[config.mk]
export PLATFORM = sky130hd
export DESIGN_NAME = bcd_adder_serial
export DESIGN_NICKNAME = d
export VERILOG_FILES = /design/src/rtl/bcd_adder_serial.sv
export SDC_FILE = /design/constraint.sdc
export NUM_CORES = 1
export LEC_CHECK = 0
export ABC_AREA = 0
export BUFFER_PORTS_ARGS = -buffer_cell sky130_fd_sc_hd__buf_2
export CAP_MARGIN = 15
export CORE_MARGIN = 8
export CORE_UTILIZATION = 55
export DETAILED_ROUTE_END_ITERATION = 10
export PLACE_DENSITY = 0.78
export SYNTH_ARGS = -nofsm -noshare
export SYNTH_HDL_FRONTEND = slang
export SYNTH_SLANG_ARGS = --single-unit
[constraint.sdc]
create_clock -name clk -period 2.9 [get_ports clk]
set_input_delay 0 -clock clk [delete_from_list [all_inputs] [get_ports clk]]
set_output_delay 0 -clock clk [all_outputs]
set_load 0.02 [all_outputs]
[src/rtl/bcd_adder_serial.sv]
// Digit-serial packed-BCD adder/subtractor, one digit per clock, LSD first.
// done pulses DIGITS+1 cycles after start (invalid operands: next cycle); start is ignored while busy.
module bcd_adder_serial #(
  parameter int DIGITS = 4
) (
  input  logic                clk,
  input  logic                rst_n,
  input  logic                start,
  input  logic                op_sub,
  input  logic                cin,
  input  logic [4*DIGITS-1:0] x,
  input  logic [4*DIGITS-1:0] y,
  output logic                busy,
  output logic                done,
  output logic [4*DIGITS-1:0] sum,
  output logic                cout,
  output logic                error
);

  localparam int W  = 4 * DIGITS;
  localparam int IW = (DIGITS > 1) ? $clog2(DIGITS) : 1;

  typedef enum logic {IDLE, RUN} state_t;

  state_t          state_q, state_d;
  logic [W-1:0]    x_q, x_d;
  logic [W-1:0]    y_q, y_d;
  logic [W-1:0]    acc_q, acc_d;
  logic [W-1:0]    sum_q, sum_d;
  logic [IW-1:0]   idx_q, idx_d;
  logic            sub_q, sub_d;
  logic            carry_q, carry_d;
  logic            cout_q, cout_d;
  logic            done_q, done_d;
  logic            error_q, error_d;

  logic            bad_digit;
  logic [3:0]      b_dig;
  logic [4:0]      t;
  logic [3:0]      dig;
  logic            cy;
  logic            last;
  logic [W-1:0]    acc_shift;

  always_ff @(posedge clk) begin
    if (!rst_n) begin
      state_q <= IDLE;
      x_q     <= '0;
      y_q     <= '0;
      acc_q   <= '0;
      sum_q   <= '0;
      idx_q   <= '0;
      sub_q   <= 1'b0;
      carry_q <= 1'b0;
      cout_q  <= 1'b0;
      done_q  <= 1'b0;
      error_q <= 1'b0;
    end else begin
      state_q <= state_d;
      x_q     <= x_d;
      y_q     <= y_d;
      acc_q   <= acc_d;
      sum_q   <= sum_d;
      idx_q   <= idx_d;
      sub_q   <= sub_d;
      carry_q <= carry_d;
      cout_q  <= cout_d;
      done_q  <= done_d;
      error_q <= error_d;
    end
  end

  always_comb begin
    state_d   = state_q;
    x_d       = x_q;
    y_d       = y_q;
    acc_d     = acc_q;
    sum_d     = sum_q;
    idx_d     = idx_q;
    sub_d     = sub_q;
    carry_d   = carry_q;
    cout_d    = cout_q;
    done_d    = 1'b0;
    error_d   = error_q;
    bad_digit = 1'b0;
    acc_shift = '0;

    for (int i = 0; i < DIGITS; i++) begin
      if (x[4*i +: 4] > 4'd9 || y[4*i +: 4] > 4'd9) bad_digit = 1'b1;
    end

    // Operands shift right each RUN cycle, so the current digit is always at [3:0].
    b_dig = sub_q ? (4'd9 - y_q[3:0]) : y_q[3:0];
    t     = {1'b0, x_q[3:0]} + {1'b0, b_dig} + {4'd0, carry_q};
    if (t > 5'd9) begin
      dig = t[3:0] + 4'd6;
      cy  = 1'b1;
    end else begin
      dig = t[3:0];
      cy  = 1'b0;
    end

    // New digit enters at the top; after DIGITS shifts digit 0 sits at [3:0].
    for (int i = 0; i < DIGITS - 1; i++) begin
      acc_shift[4*i +: 4] = acc_q[4*(i+1) +: 4];
    end
    acc_shift[4*(DIGITS-1) +: 4] = dig;

    last = (idx_q == IW'(DIGITS - 1));

    case (state_q)
      IDLE: begin
        if (start) begin
          x_d   = x;
          y_d   = y;
          sub_d = op_sub;
          if (bad_digit) begin
            error_d = 1'b1;
            sum_d   = '0;
            cout_d  = 1'b0;
            done_d  = 1'b1;
          end else begin
            state_d = RUN;
            idx_d   = '0;
            acc_d   = '0;
            error_d = 1'b0;
            carry_d = op_sub ? ~cin : cin;
          end
        end
      end
      RUN: begin
        acc_d   = acc_shift;
        carry_d = cy;
        x_d     = x_q >> 4;
        y_d     = y_q >> 4;
        idx_d   = idx_q + IW'(1);
        if (last) begin
          sum_d   = acc_shift;
          cout_d  = cy;
          done_d  = 1'b1;
          idx_d   = '0;
          state_d = IDLE;
        end
      end
      default: state_d = IDLE;
    endcase
  end

  assign busy  = (state_q == RUN);
  assign done  = done_q;
  assign sum   = sum_q;
  assign cout  = cout_q;
  assign error = error_q;

endmodule

==> reports/metrics.cfg <==
[final_layout]
nFillCells=447
num_antenna_cells=0
drive_gt1_share_pct=22.5
nets=454
final_area_um2=3710
area_delta_synth_final_pct=21.1

[routing]
routed_wl_mm=7.16
viasPerCell=5.44
drc_errors=0
post_drt_wl_per_cell_um=14.7
postRouteAntennaNets=0
drtPass1Iterations=4
vias=2644
dr.first_iter.drc_count=134

[cts]
clkLatencyLatePin_ns=0.35
cts_tree=built
clk_path_buf_depth=2
cts.sinks=68
cts_root_buffer=clkbuf_8
htreeDepth=3
cts_buffers=9
clk_pin_slew_ns=0.07

[setup_path]
critPathKind=reg2reg
reg2reg_depth=10
cp-start-kind=register
critPathArrivalTime_ns=3.00
crit_fanout=6
worst_setup_path_end_kind=register
worst_ep_required_time_ns=3.14

[global_routing]
antenna_found_initial=0
overflow=0
grt_pass1_vias=2639
grt_usage_pct=18.0
grt_pass1_wl_mm=12.1
grt_start_max_net_pins=54

[yosys]
synth_top_area_cell=dfxtp_1
yosys-top-cells-area=dfxtp_1, mux2i_1, nor2_1, a21oi_1, nand3_1
yosys.area_share.simple_pct=17.8
ys_seq_area_share_pct=44.5
synth_xor_area_share_pct=1.43
yosys.area_share.adder_pct=3.76
ys_types=42
netlist.area_leader.share_pct=44.5
synth.cell_area_um2=3060
synthMuxAreaShare_pct=11.6
synth-seq-cells=68
syn_nets=395
syn_area_per_cell_um2=8.74
synth_cells=350
yosys_warnings=0
synth_top_family_by_area=simple AND/OR/NAND/NOR gates
synth_compound_area_share_pct=16.8

[power_and_ir_drop]
powerDensity_nw_per_um2=562
intPower_uw=1540
leakagePower_uw=0.00166
clkPwrFrac_pct=39.2
power.total_uw=2080
seqPwrFrac_pct=47.3
switching_share_pct=26.0
power_frac_comb_pct=13.6
ir_drop_uv=358
p_sw_uw=542

[timing]
finClkSkew_ns=0.0104
drv_slew=0
hold_violations=0
setup_slack_ns=0.142
fmax_ghz=0.363
fin_crit_sh_pct=95.1
min_period_ns=2.76
tightest_slew_ns=0.811
slew_headroom_pct=45.7
fin_setup_tns_ns=0
setup_violations=0
rsz0062_at_grt=no

[floorplanning]
rows=27
start_util_pct=56.3
dieArea_um2=8210
design.portCount=57
fp.dieW_um=90.6
coreArea_um2=5440
die_h_um=90.6

[placement]
place_ws_ns=0.167
io_buffer_count=56
place_congestion=0.768
dpl_cell_area_um2=3380
place_hpwl_mm=5.00

[outcome]
run_status=finished clean

[job]
cap_violations=0

[min_path]
worstHoldPathCells=5
hp-class=in2reg

[logic make-up after synthesis]
logic type                 after synthesis
AOI/OAI and AO/OA                       79
buffers and inverters                   32
and+or+nand+nor                        123
xor gates and xnor gates                 5
DFF                                     68
muxes                                   35
adders and majority gates                8
[routing by layer]
| layer | vias to the layer above | global-route usage (%) | wire, um |
|---|---|---|---|
| li1 | 1340 | - | - |
| met1 | 1219 | 20.2 | 3120 |
| met2 | 68 | 28.7 | 3370 |
| met3 | 17 | 5.65 | 442 |
| met4 | 0 | 12.1 | 231 |
| met5 | - | 0 | 0 |
[layout make-up]
class	instances	area, um2	share of cell area (%)
Inverter	7	26.3	0.709
Multi-Input combinational cell	250	1580	42.6
Sequential cell	68	1360	36.8
Tap cell	72	90.1	2.43
Clock buffer	11	151	4.09
Timing Repair Buffer	73	435	11.7
Clock inverter	5	60.1	1.62
[worst max-delay path: stages, from the launching register on]
cell      delay (ns)
dfxtp_1         0.41
xnor2_1         0.16
fa_1            0.22
inv_1           0.06
fa_1            0.62
inv_1           0.09
ha_1            0.22
a22oi_2         0.29
o21bai_1        0.10
mux2_4          0.27
a32o_2          0.22
[stage by stage]
stage / hold WS, ns / cells / utilization, %
6_report: 0.00572 / 486 / 68.1
5_1_grt: 0.0365 / 486 / 68.1
4_1_cts: 0.00344 / 486 / 68.0
3_5_place_dp: 0.251 / 459 / 62.1
3_3_place_gp: 0.241 / 459 / 62.1
2_1_floorplan: 0.147 / 350 / -
[final timing paths]
kind	slack, ns	from	endpoint
worst max-delay path	0.14	sub_q	acc_q[15]
worst min-delay path	0.006	y[4]	y_q[4]
worst max register to register	0.14	sub_q	acc_q[15]
worst min register to register	0.46	sum[1]	sum[1]
[power by group through the flow]
stage / Combinational [uW] / Sequential (uW) / Clock (uW)
3_3_place_gp: 258 / 1010 / 0
2_1_floorplan: 199 / 1000 / 0
5_1_grt: 315 / 988 / 867
3_5_place_dp: 266 / 1010 / 0
6_report: 283 / 985 / 816
4_1_cts: 280 / 985 / 833
[repair_timing]
action	in CTS	in global routing
resized for setup	0	1
hold buffers	11	0
hold endpoints to repair	12	0
setup buffers	0	0
setup endpoints to repair	0	2
[sequential cells by signal (all words and copies together) (netlist names)]
register and cells:
done 1, sum 16, carry_q 1, idx_q 2, y_q 16, error 1
busy 1, x_q 16, sub_q 1, acc_q 12, cout 1
[cell usage in the layout, fill, tap and decap left out, drive strengths merged, types with 2 or more instances in the layout]
master | netlist | final
fa | 2 | 2
and2 | 3 | 3
clkinv | 0 | 3
nor2 | 75 | 75
a22oi | 10 | 10
clkbuf | 17 | 11
o21ai | 10 | 10
a21oi | 41 | 41
a21o | 3 | 3
a31oi | 4 | 4
dfxtp | 68 | 68
a32o | 5 | 5
xnor2 | 4 | 4
nand3 | 27 | 27
dlygate4sd3 | 0 | 11
mux2i | 34 | 34
nand2 | 7 | 7
buf | 8 | 62
inv | 7 | 7
and4 | 2 | 2
ha | 6 | 6
nor2b | 3 | 3
[cells in the mapped netlist]
library cell / n
xor2_1: 1
mux2_4: 1
and2_1: 2
fa_1: 2
and3b_1: 1
nand3_1: 27
buf_1: 3
o21bai_1: 1
inv_1: 6
or2_2: 1
buf_2: 5
a32o_1: 4
o221a_2: 1
a31oi_4: 1
nor2b_1: 3
a22oi_1: 9
and2_4: 1
nor2_1: 75
nand3b_1: 1
a21bo_2: 1
a31oi_2: 1
a21o_1: 1
xnor2_1: 4
inv_2: 1
and4_1: 2
dfxtp_1: 68
ha_1: 6
a21o_2: 2
a22oi_2: 1
a311oi_1: 1
a32o_2: 1
a211o_1: 1
a31oi_1: 2
a2bb2oi_1: 1
mux2i_1: 34
a21oi_1: 41
clkbuf_1: 17
o21ai_0: 10
nand2b_1: 1
or3_4: 1
nor3_1: 1
nand2_1: 7
Note: power is estimated with default switching activity, not from simulation.
